`src/rtl/phase_sequencer.sv`:
```
// phase_sequencer: drives the 3-bit instruction phase (1..LAST_PHASE, 0 when parked)
// with run/stop/single-step/halt control and a retired-instruction counter.
`default_nettype none

module phase_sequencer #(
  parameter int LAST_PHASE = 5,
  parameter int CNT_W      = 16
) (
  input  logic             clk,
  input  logic             rst,
  input  logic             start,
  input  logic             stop,
  input  logic             step_mode,
  input  logic             step,
  input  logic             hlt,
  output logic [2:0]       phase,
  output logic             running,
  output logic             paused,
  output logic             halted,
  output logic             instr_done,
  output logic [CNT_W-1:0] instr_cnt
);

  localparam logic [2:0] LAST = 3'(LAST_PHASE);

  typedef enum logic [1:0] {
    IDLE   = 2'd0,
    RUN    = 2'd1,
    PAUSE  = 2'd2,
    HALTED = 2'd3
  } state_t;

  state_t     state, state_nxt;
  logic [2:0] phase_nxt;
  logic       stop_pending, pend_nxt;
  logic       done_nxt;
  logic       start_q, step_q;
  logic       start_rise, step_rise;

  assign start_rise = start & ~start_q;
  assign step_rise  = step & ~step_q;

  always_comb begin
    state_nxt = state;
    phase_nxt = phase;
    pend_nxt  = stop_pending;
    done_nxt  = 1'b0;
    case (state)
      IDLE: begin
        if (start_rise && !stop) begin
          state_nxt = RUN;
          phase_nxt = 3'd1;
        end
      end
      RUN: begin
        if (stop) pend_nxt = 1'b1;
        if (phase == LAST) begin
          // Instruction retires regardless of where it goes next.
          done_nxt = 1'b1;
          pend_nxt = 1'b0;
          if (hlt) begin
            state_nxt = HALTED;
            phase_nxt = 3'd0;
          end else if (stop_pending || stop) begin
            state_nxt = IDLE;
            phase_nxt = 3'd0;
          end else if (step_mode) begin
            state_nxt = PAUSE;
            phase_nxt = 3'd0;
          end else begin
            phase_nxt = 3'd1;
          end
        end else begin
          phase_nxt = phase + 3'd1;
        end
      end
      PAUSE: begin
        if (stop) begin
          state_nxt = IDLE;
        end else if (step_rise || !step_mode) begin
          state_nxt = RUN;
          phase_nxt = 3'd1;
        end
      end
      HALTED: begin
        phase_nxt = 3'd0;
      end
      default: begin
        state_nxt = IDLE;
        phase_nxt = 3'd0;
      end
    endcase
  end

  always_ff @(posedge clk or posedge rst) begin
    if (rst) begin
      state        <= IDLE;
      phase        <= 3'd0;
      stop_pending <= 1'b0;
      start_q      <= 1'b0;
      step_q       <= 1'b0;
      running      <= 1'b0;
      paused       <= 1'b0;
      halted       <= 1'b0;
      instr_done   <= 1'b0;
      instr_cnt    <= '0;
    end else begin
      state        <= state_nxt;
      phase        <= phase_nxt;
      stop_pending <= pend_nxt;
      start_q      <= start;
      step_q       <= step;
      running      <= (state_nxt == RUN);
      paused       <= (state_nxt == PAUSE);
      halted       <= (state_nxt == HALTED);
      instr_done   <= done_nxt;
      if (done_nxt) instr_cnt <= instr_cnt + 1'b1;
    end
  end

endmodule

`default_nettype wire
```
`config.mk`:
```
export PLATFORM = sky130hd
export DESIGN_NAME = phase_sequencer
export DESIGN_NICKNAME = d
export VERILOG_FILES = /design/src/rtl/phase_sequencer.sv
export SDC_FILE = /design/constraint.sdc
export NUM_CORES = 1
export LEC_CHECK = 0
export ABC_AREA = 1
export BUFFER_PORTS_ARGS = -buffer_cell sky130_fd_sc_hd__buf_2
export CORE_MARGIN = 2
export CORE_UTILIZATION = 50
export CTS_CLUSTER_SIZE = 28
export DETAILED_ROUTE_END_ITERATION = 10
export GPL_TIMING_DRIVEN = 0
export HOLD_SLACK_MARGIN = 0.03
export PLACE_DENSITY = 0.73
export SYNTH_ARGS = -nofsm -noshare
export SYNTH_HDL_FRONTEND = slang
export SYNTH_SLANG_ARGS = --single-unit
export TNS_END_PERCENT = 20
```
`constraint.sdc`:
```
create_clock -name clk -period 1.68 [get_ports clk]
set_input_delay 0.504 -clock clk [delete_from_list [all_inputs] [get_ports clk]]
set_output_delay 0.504 -clock clk [all_outputs]
set_load 0.05 [all_outputs]
```
* After elaboration in Yosys (flattened, before gate mapping) *
Cells that the tools add are included.

storage, ports and cells
  register bits after elaboration = 28
  bits of input ports = 7
  output and inout bits = 23
  word-level logic and storage cells = 55

operators by class
  $add $sub $neg = 2
  equality and inequality tests = 10
  muxes and demuxes = 20
  bitwise logic cells = 4
  reductions and logical operators = 9

operator list
  kind                                            number
  adder 16 x 1 -> 16 bit (second input constant)  1
  two-way mux 2 bit                               7
  two-way mux 3 bit                               4
  case mux 3 bit (4 select lines)                 1
  == test 2 bit (second input constant)           4
  two-way mux 1 bit                               7
  inequality test 2 bit (second input constant)   3
  case mux 2 bit (3 select lines)                 1
  == test 2 x 1 -> 1 bit (second input constant)  2
  adder 3 x 1 -> 3 bit (second input constant)    1
  == test 3 bit (second input constant)           1
  AND reduction 3 bit                             1
  AND 1 bit                                       2
  zero test 1 bit                                 2
  zero test 2 bit                                 1
  logical OR 1 bit                                2
  inverter 1 bit                                  2
  AND reduction 2 bit                             1
  nonzero test 2 bit                              1
  logical AND 1 bit                               1

* Logic depth before layout (Yosys ltp) *
Gate-level depths: netlist (run 1).

  depth in word-level cells = 7
  gate-level depth with buffers = 9
  mapped depth without buffers = 9

* Least setup slack after synthesis (run 1) *
OpenSTA, ideal clock, no wires.

  path type = register to register
  start point = register phase[0]
  end point = register instr_cnt[12]
  setup time = 0.123 ns
  arrival = 1.460 ns
  data required time = 1.557 ns
  slack = 0.097 ns
  stages on the path, launching flop included = 8
  path buffers = 0
  clock period less this slack = 1.583 ns
  cells stage by stage = dfrtp_1 nand2_2 nor2_4 nand2_4 nor2_8 nand2_4 o21ai_1 nand2_1

between the ends
  cells in the longest elaborated chain, start to end = 3

ends and longest elaborated chain
  what                    RTL line  RTL
  start, declared         16        output logic [2:0] phase,
  start signal, assigned  109       phase <= phase_nxt;
  == test 3 bit           57        if (phase == LAST) begin
  two-way mux 1 bit       57
  two-way mux 1 bit       48        case (state)
  end signal, assigned    117       if (done_nxt) instr_cnt <= instr_cnt + 1'b1;
  end, declared           21        output logic [CNT_W-1:0] instr_cnt

Every way passes these cells.
A chain may end at the register's enable or synchronous reset.

* Worst setup path after layout (run 1) *
  start point = register phase[0]
  end point = output port phase[0]

No word-level cell between the ends.

==> results_dict.tcl, run 1 <==
set metrics [dict create \
    start_util 0.525 \
    synth-seq-area-share 0.488 \
    die_y_microns 57.6 \
    synthMuxAreaShare 0 \
    cts_tree "done" \
    cts_buffers 3 \
    first_global_vias 1147 \
    relSlewSlack 0.306 \
    worstSetupStartpoint "phase[0]" \
    power_density_mw_per_mm2 624 \
    max_freq_mhz 621 \
    path_depth 1 \
    finalCriticalPeriod_ns 1.61 \
    antenna_left 0 \
    cts_sinks 28 \
    synth-compound-area-share 0.0366 \
    ff2ff_path_depth 7 \
    rows 19 \
    yosys.area_share.adder 0.00871 \
    die_area_sq_mm 0.00332 \
    tns_ns 0 \
    top_usage_layer "met2" \
    drv_slew 0 \
    cp.buffers_inverters 1 \
    htreeDepth 1 \
    place_congestion 0.831 \
    fin_skew_ns 0.00608 \
    clkLatencyLatePin_ns 0.32 \
    cts_buffer_depth 2 \
    place_area_sq_mm 0.00162 \
    synth.avg_cell_area_sq_um 8.16 \
    diodes 0 \
    grt_usage 0.176 \
    synth_top_area_share 0.488 \
    place_hpwl_mm 2.10 \
    critical_path_class "reg2out" \
    synth-simple-area-share 0.336 \
    finalWorstSetupSlack_ns 0.0694 \
    outcome "complete, no violations" \
    cp_slowest_cell "dfrtp_1" \
    synth_cells 176 \
    io_buffers 29 \
    vias 1226 \
    finalPower_mw 1.04 \
    drive_gt1_frac 0.211 \
    min_period_over_period 0.959 \
    worstSetupEndpointType "primary output" \
    grt.met1_usage 0.222 \
    use_met3 0.0204 \
    wire_per_inst_microns 11.2 \
    clockRootBuffer "clkbuf_4" \
    synthDistinctLibCells 21 \
    synthTopCellsByArea "dfrtp_1 (49%), nand2_1 (15%), nor2_1 (5.7%)" \
    grtUsageMet2 0.310 \
    dpl.cell_count 236 \
    ir_drop_v 0.000520 \
    core_area_sq_mm 0.00273 \
    drt-initial-drc-count 60 \
    design_area_sq_mm 0.00166 \
    finalHoldViolations 0 \
    crit_arrival_ns 1.11 \
    io_pins 30 \
    synth_top_area_cell "dfrtp_1" \
    power.leakage_nw 0.901 \
    antenna_found_initial 0 \
    first_pass_iters 4 \
    yosys_warnings 0 \
    fillerInstances 247 \
    timing.rr.start "phase[0]" \
    tightest_slew_ns 1.04 \
    crit_path_start_kind "flop" \
    vias_per_cell 5.11 \
    yosys_register_bits 28 \
    rsz0062_at_grt "no" \
    crit_family "flip-flops" \
    final_cells 240 \
    area_growth_pct 15.8 \
    hold_start "start" \
    min_path_cells 1 \
    synth-xor-area-share 0.0732 \
    cpPeakStageDelay_ns 0.53 \
    grt_pass1_wl_mm 4.58 \
    synth_top_family_by_area "simple AND/OR/NAND/NOR gates" \
    holdWs_ns 0.284 \
    final_core_util 0.608 \
    hp-class "in2reg" \
    crit_path_cell_trace "buf_4" \
    netlist_area_sq_mm 0.00144 \
    pre_cts_ws_ns 0.165 \
    synthesis.nets 184 \
    grt-ovfl-total 0 \
    path_clk_slew_ns 0.15 \
    grt_max_degree 29 \
    drc_errors 0 \
    setup_viol 0 \
    wl_mm 2.69 \
    die_x_microns 57.6 \
    crit_fanout 7 \
    fin_nets 218 \
    drv_cap 0 \
    worstPathRequired_ns 1.18 \
]
-- metal layers --
layer | vias to the layer above | wire (microns) | part of all wire
li1 | 610 | - | -
met1 | 588 | 1230 | 0.46
met3 | 2 | 88 | 0.033
met5 | - | 0 | 0
met2 | 26 | 1360 | 0.51
met4 | 0 | 13 | 0.0048
-- power by group --
| part | total (mW) | internal [mW] | switching (mW) | leakage, nW |
|---|---|---|---|---|
| combinational | 0.0322 | 0.00824 | 0.0239 | 0.511 |
| clock | 0.329 | 0.133 | 0.196 | 0.0210 |
| sequential | 0.677 | 0.677 | 0.000616 | 0.369 |
| total | 1.04 | 0.817 | 0.221 | 0.901 |
-- Yosys cell counts, drive strengths merged --
master / instances
inv: 22
nand3b: 1
nand3: 12
xor2: 6
nand4: 4
xnor2: 6
nor3: 1
dfrtp: 28
a21oi: 2
o21bai: 1
o21ai: 7
ha: 1
nor2: 25
nand2: 60
-- sequential cells by signal, summed over array words and instances (netlist names) --
register and count:
halted 1, paused 1, stop_pending 1, state 2
instr_done 1, step_q 1, start_q 1, running 1
instr_cnt 16, phase 3
-- final timing paths --
path                                 endpoint  slack (ns)
worst max-delay path                 phase[0]        0.07
worst min-delay path                  start_q        0.28
worst max register to register  instr_cnt[12]        0.23
worst min register to register   instr_cnt[7]        0.53
max in group asynchronous            phase[1]        0.59
min in group asynchronous            state[0]        0.40
-- layout by cell type, fill, tap and decap left out --
cell type / count
nand2_1: 56
dfrtp_1: 27
buf_2: 27
nor2_1: 22
inv_1: 21
nand3_1: 10
xor2_1: 6
o21ai_0: 6
xnor2_1: 6
nand4_1: 4
clkbuf_4: 4
nand2_4: 3
nand3_2: 2
nor2_4: 2
a21oi_1: 2
inv_2: 1
nand2_2: 1
nor2_8: 1
nor3_1: 1
o21ai_1: 1
nand3b_1: 1
o21bai_1: 1
ha_1: 1
clkbuf_8: 1
buf_4: 1
dfrtp_2: 1
-- logic make-up (layout without fill, tap and decap cells) --
logic type / Yosys count / after routing
AOI/OAI and AO/OA: 10 / 10
xor gates and xnor gates: 12 / 12
adders and majority gates: 1 / 1
buffers and inverters: 22 / 55
DFF: 28 / 28
and+or+nand+nor: 103 / 103
-- area by class of cell --
class,count,area [sq um],area share
timing repair buffer,29,150,0.0903
tap,31,38.8,0.0233
multi-input combinational,126,653,0.393
clock buffer,4,36.3,0.0218
sequential,28,702,0.422
inverter,22,82.6,0.0497
-- timing repair --
| item | 4_1_cts | 5_1_grt |
|---|---|---|
| setup buffers | 0 | 0 |
| resized for setup | 1 | 2 |
| hold buffers | 0 | 0 |
| setup endpoints to repair | 1 | 1 |
(Power assumes the default switching activity.)
==> run 2, diff against run 1 <==
--- a/config.mk
+++ b/config.mk
@@ -8,12 +8,12 @@
 export ABC_AREA = 1
 export BUFFER_PORTS_ARGS = -buffer_cell sky130_fd_sc_hd__buf_2
 export CORE_MARGIN = 2
-export CORE_UTILIZATION = 50
+export CORE_UTILIZATION = 30
 export CTS_CLUSTER_SIZE = 28
 export DETAILED_ROUTE_END_ITERATION = 10
 export GPL_TIMING_DRIVEN = 0
 export HOLD_SLACK_MARGIN = 0.03
-export PLACE_DENSITY = 0.73
+export PLACE_DENSITY = 0.48
 export SYNTH_ARGS = -nofsm -noshare
 export SYNTH_HDL_FRONTEND = slang
 export SYNTH_SLANG_ARGS = --single-unit
==> results_dict.tcl, run 2 (same netlist as run 1, synthesis figures left out) <==
set metrics [dict create \
    tns_ns 0 \
    pwr-share-seq 0.628 \
    vias 1153 \
    cts_buffers 3 \
    final_cells 262 \
    ir_drop_v 0.000467 \
    antenna_found_initial 0 \
    fin_skew_ns 0.00258 \
    rows 25 \
    min_period_over_period 0.960 \
    drv_slew 0 \
    hold_start "start" \
    outcome "complete, no violations" \
    place_congestion 0.796 \
    crit_arrival_ns 1.11 \
    postCtsSetupRepairBufs 0 \
    wl_mm 2.74 \
    htreeDepth 1 \
    design_area_sq_mm 0.00169 \
    grt_pass1_wl_mm 4.85 \
    hp-class "in2reg" \
    path_clk_slew_ns 0.09 \
    max_freq_mhz 620 \
    drt-initial-drc-count 33 \
    rsz0062_at_grt "no" \
    worstPathRequired_ns 1.18 \
    grt-ovfl-total 0 \
    die_x_microns 73.2 \
    sw_frac_of_total 0.216 \
    grt_usage 0.115 \
    worstSetupEndpointType "primary output" \
    clockRootBuffer "clkbuf_8" \
    grt_max_degree 29 \
    setup_viol 0 \
    wire_per_inst_microns 10.5 \
    p_sw_uw 232 \
    cts_tree "done" \
    postCtsHoldBufs 0 \
    io_pins 30 \
    critical_path_class "reg2out" \
    tightest_slew_ns 1.06 \
    place_hpwl_mm 2.08 \
    intPower_uw 845 \
    die_area_sq_mm 0.00536 \
    power.leakage_nw 0.904 \
    first_pass_iters 4 \
    antenna_left 0 \
    area_growth_pct 17.7 \
    relSlewSlack 0.295 \
    clkPwrFrac 0.343 \
    power_density_mw_per_mm2 637 \
    crit_fanout 7 \
    drc_errors 0 \
    finalPower_mw 1.08 \
    clkLatencyLatePin_ns 0.27 \
    crit_path_start_kind "flop" \
    mostFrequentLayoutCell "nand2_1" \
    cp.buffers_inverters 1 \
    finalHoldViolations 0 \
    cts_sinks 28 \
    start_util 0.308 \
    crit_family "flip-flops" \
    core_area_sq_mm 0.00466 \
    fin_nets 218 \
    drv_cap 0 \
    cpPeakStageDelay_ns 0.51 \
    first_global_vias 1080 \
    finalCriticalPeriod_ns 1.61 \
    dpl.cell_count 259 \
    largest_register_ffs 16 \
    top_register "instr_cnt" \
    crit_path_cell_trace "buf_2" \
    cts-resized-gates 0 \
    diodes 0 \
    place_area_sq_mm 0.00165 \
    die_y_microns 73.2 \
    most-common-layout-cells "nand2_1 (56), buf_2 (29), dfrtp_1 (28)" \
    cts_buffer_depth 2 \
    io_buffers 29 \
    vias_per_cell 4.40 \
    cp_slowest_cell "dfrtp_1" \
    drive_gt1_frac 0.202 \
    comb_power_share 0.029 \
    timing.rr.start "phase[0]" \
    worstSetupStartpoint "phase[0]" \
    top_regs "instr_cnt (16), phase (3), state (2)" \
]
[run 2: layer usage]
metal,up-vias,track usage,routed length (microns)
met4,0,0.0247,13
met1,523,0.148,1290
met3,2,0.0304,109
met2,21,0.195,1330
li1,607,-,-
met5,-,0,0
[run 2: through the flow]
stage | hold WS (ns) | setup slack [ns] | util
after floorplan | 0.466 | 0.0975 | -
after global placement | 0.490 | 0.129 | 0.354
after detailed placement | 0.496 | 0.126 | 0.354
after CTS | 0.333 | 0.0514 | 0.363
after global routing | 0.334 | 0.0227 | 0.363
final | 0.343 | 0.0675 | 0.363
[run 2: final timing paths]
path	to	slack, ns	cells past startpoint
setup reg to reg	instr_cnt[9]	0.29	5
min in group asynchronous	halted	0.47	2
max in group asynchronous	instr_cnt[5]	0.57	2
hold reg to reg	instr_cnt[7]	0.52	1
setup / recovery	phase[0]	0.07	1
hold / removal	start_q	0.34	1
[run 2: layout make-up]
class,count,area (sq um)
Clock buffer,3,41.3
Fill cell,496,2970
Inverter,22,82.6
Multi-Input combinational cell,126,653
Sequential cell,28,701
Tap cell,54,67.6
Timing Repair Buffer,29,145
[run 2: power by group through the flow]
| stage | registers (mW) | logic [mW] | clock network (mW) |
|---|---|---|---|
| 2_1_floorplan | 0.690 | 0.0195 | 0 |
| 3_3_place_gp | 0.690 | 0.0335 | 0 |
| 3_5_place_dp | 0.690 | 0.0335 | 0 |
| 4_1_cts | 0.676 | 0.0335 | 0.391 |
| 5_1_grt | 0.677 | 0.0391 | 0.412 |
| 6_report | 0.676 | 0.0316 | 0.369 |
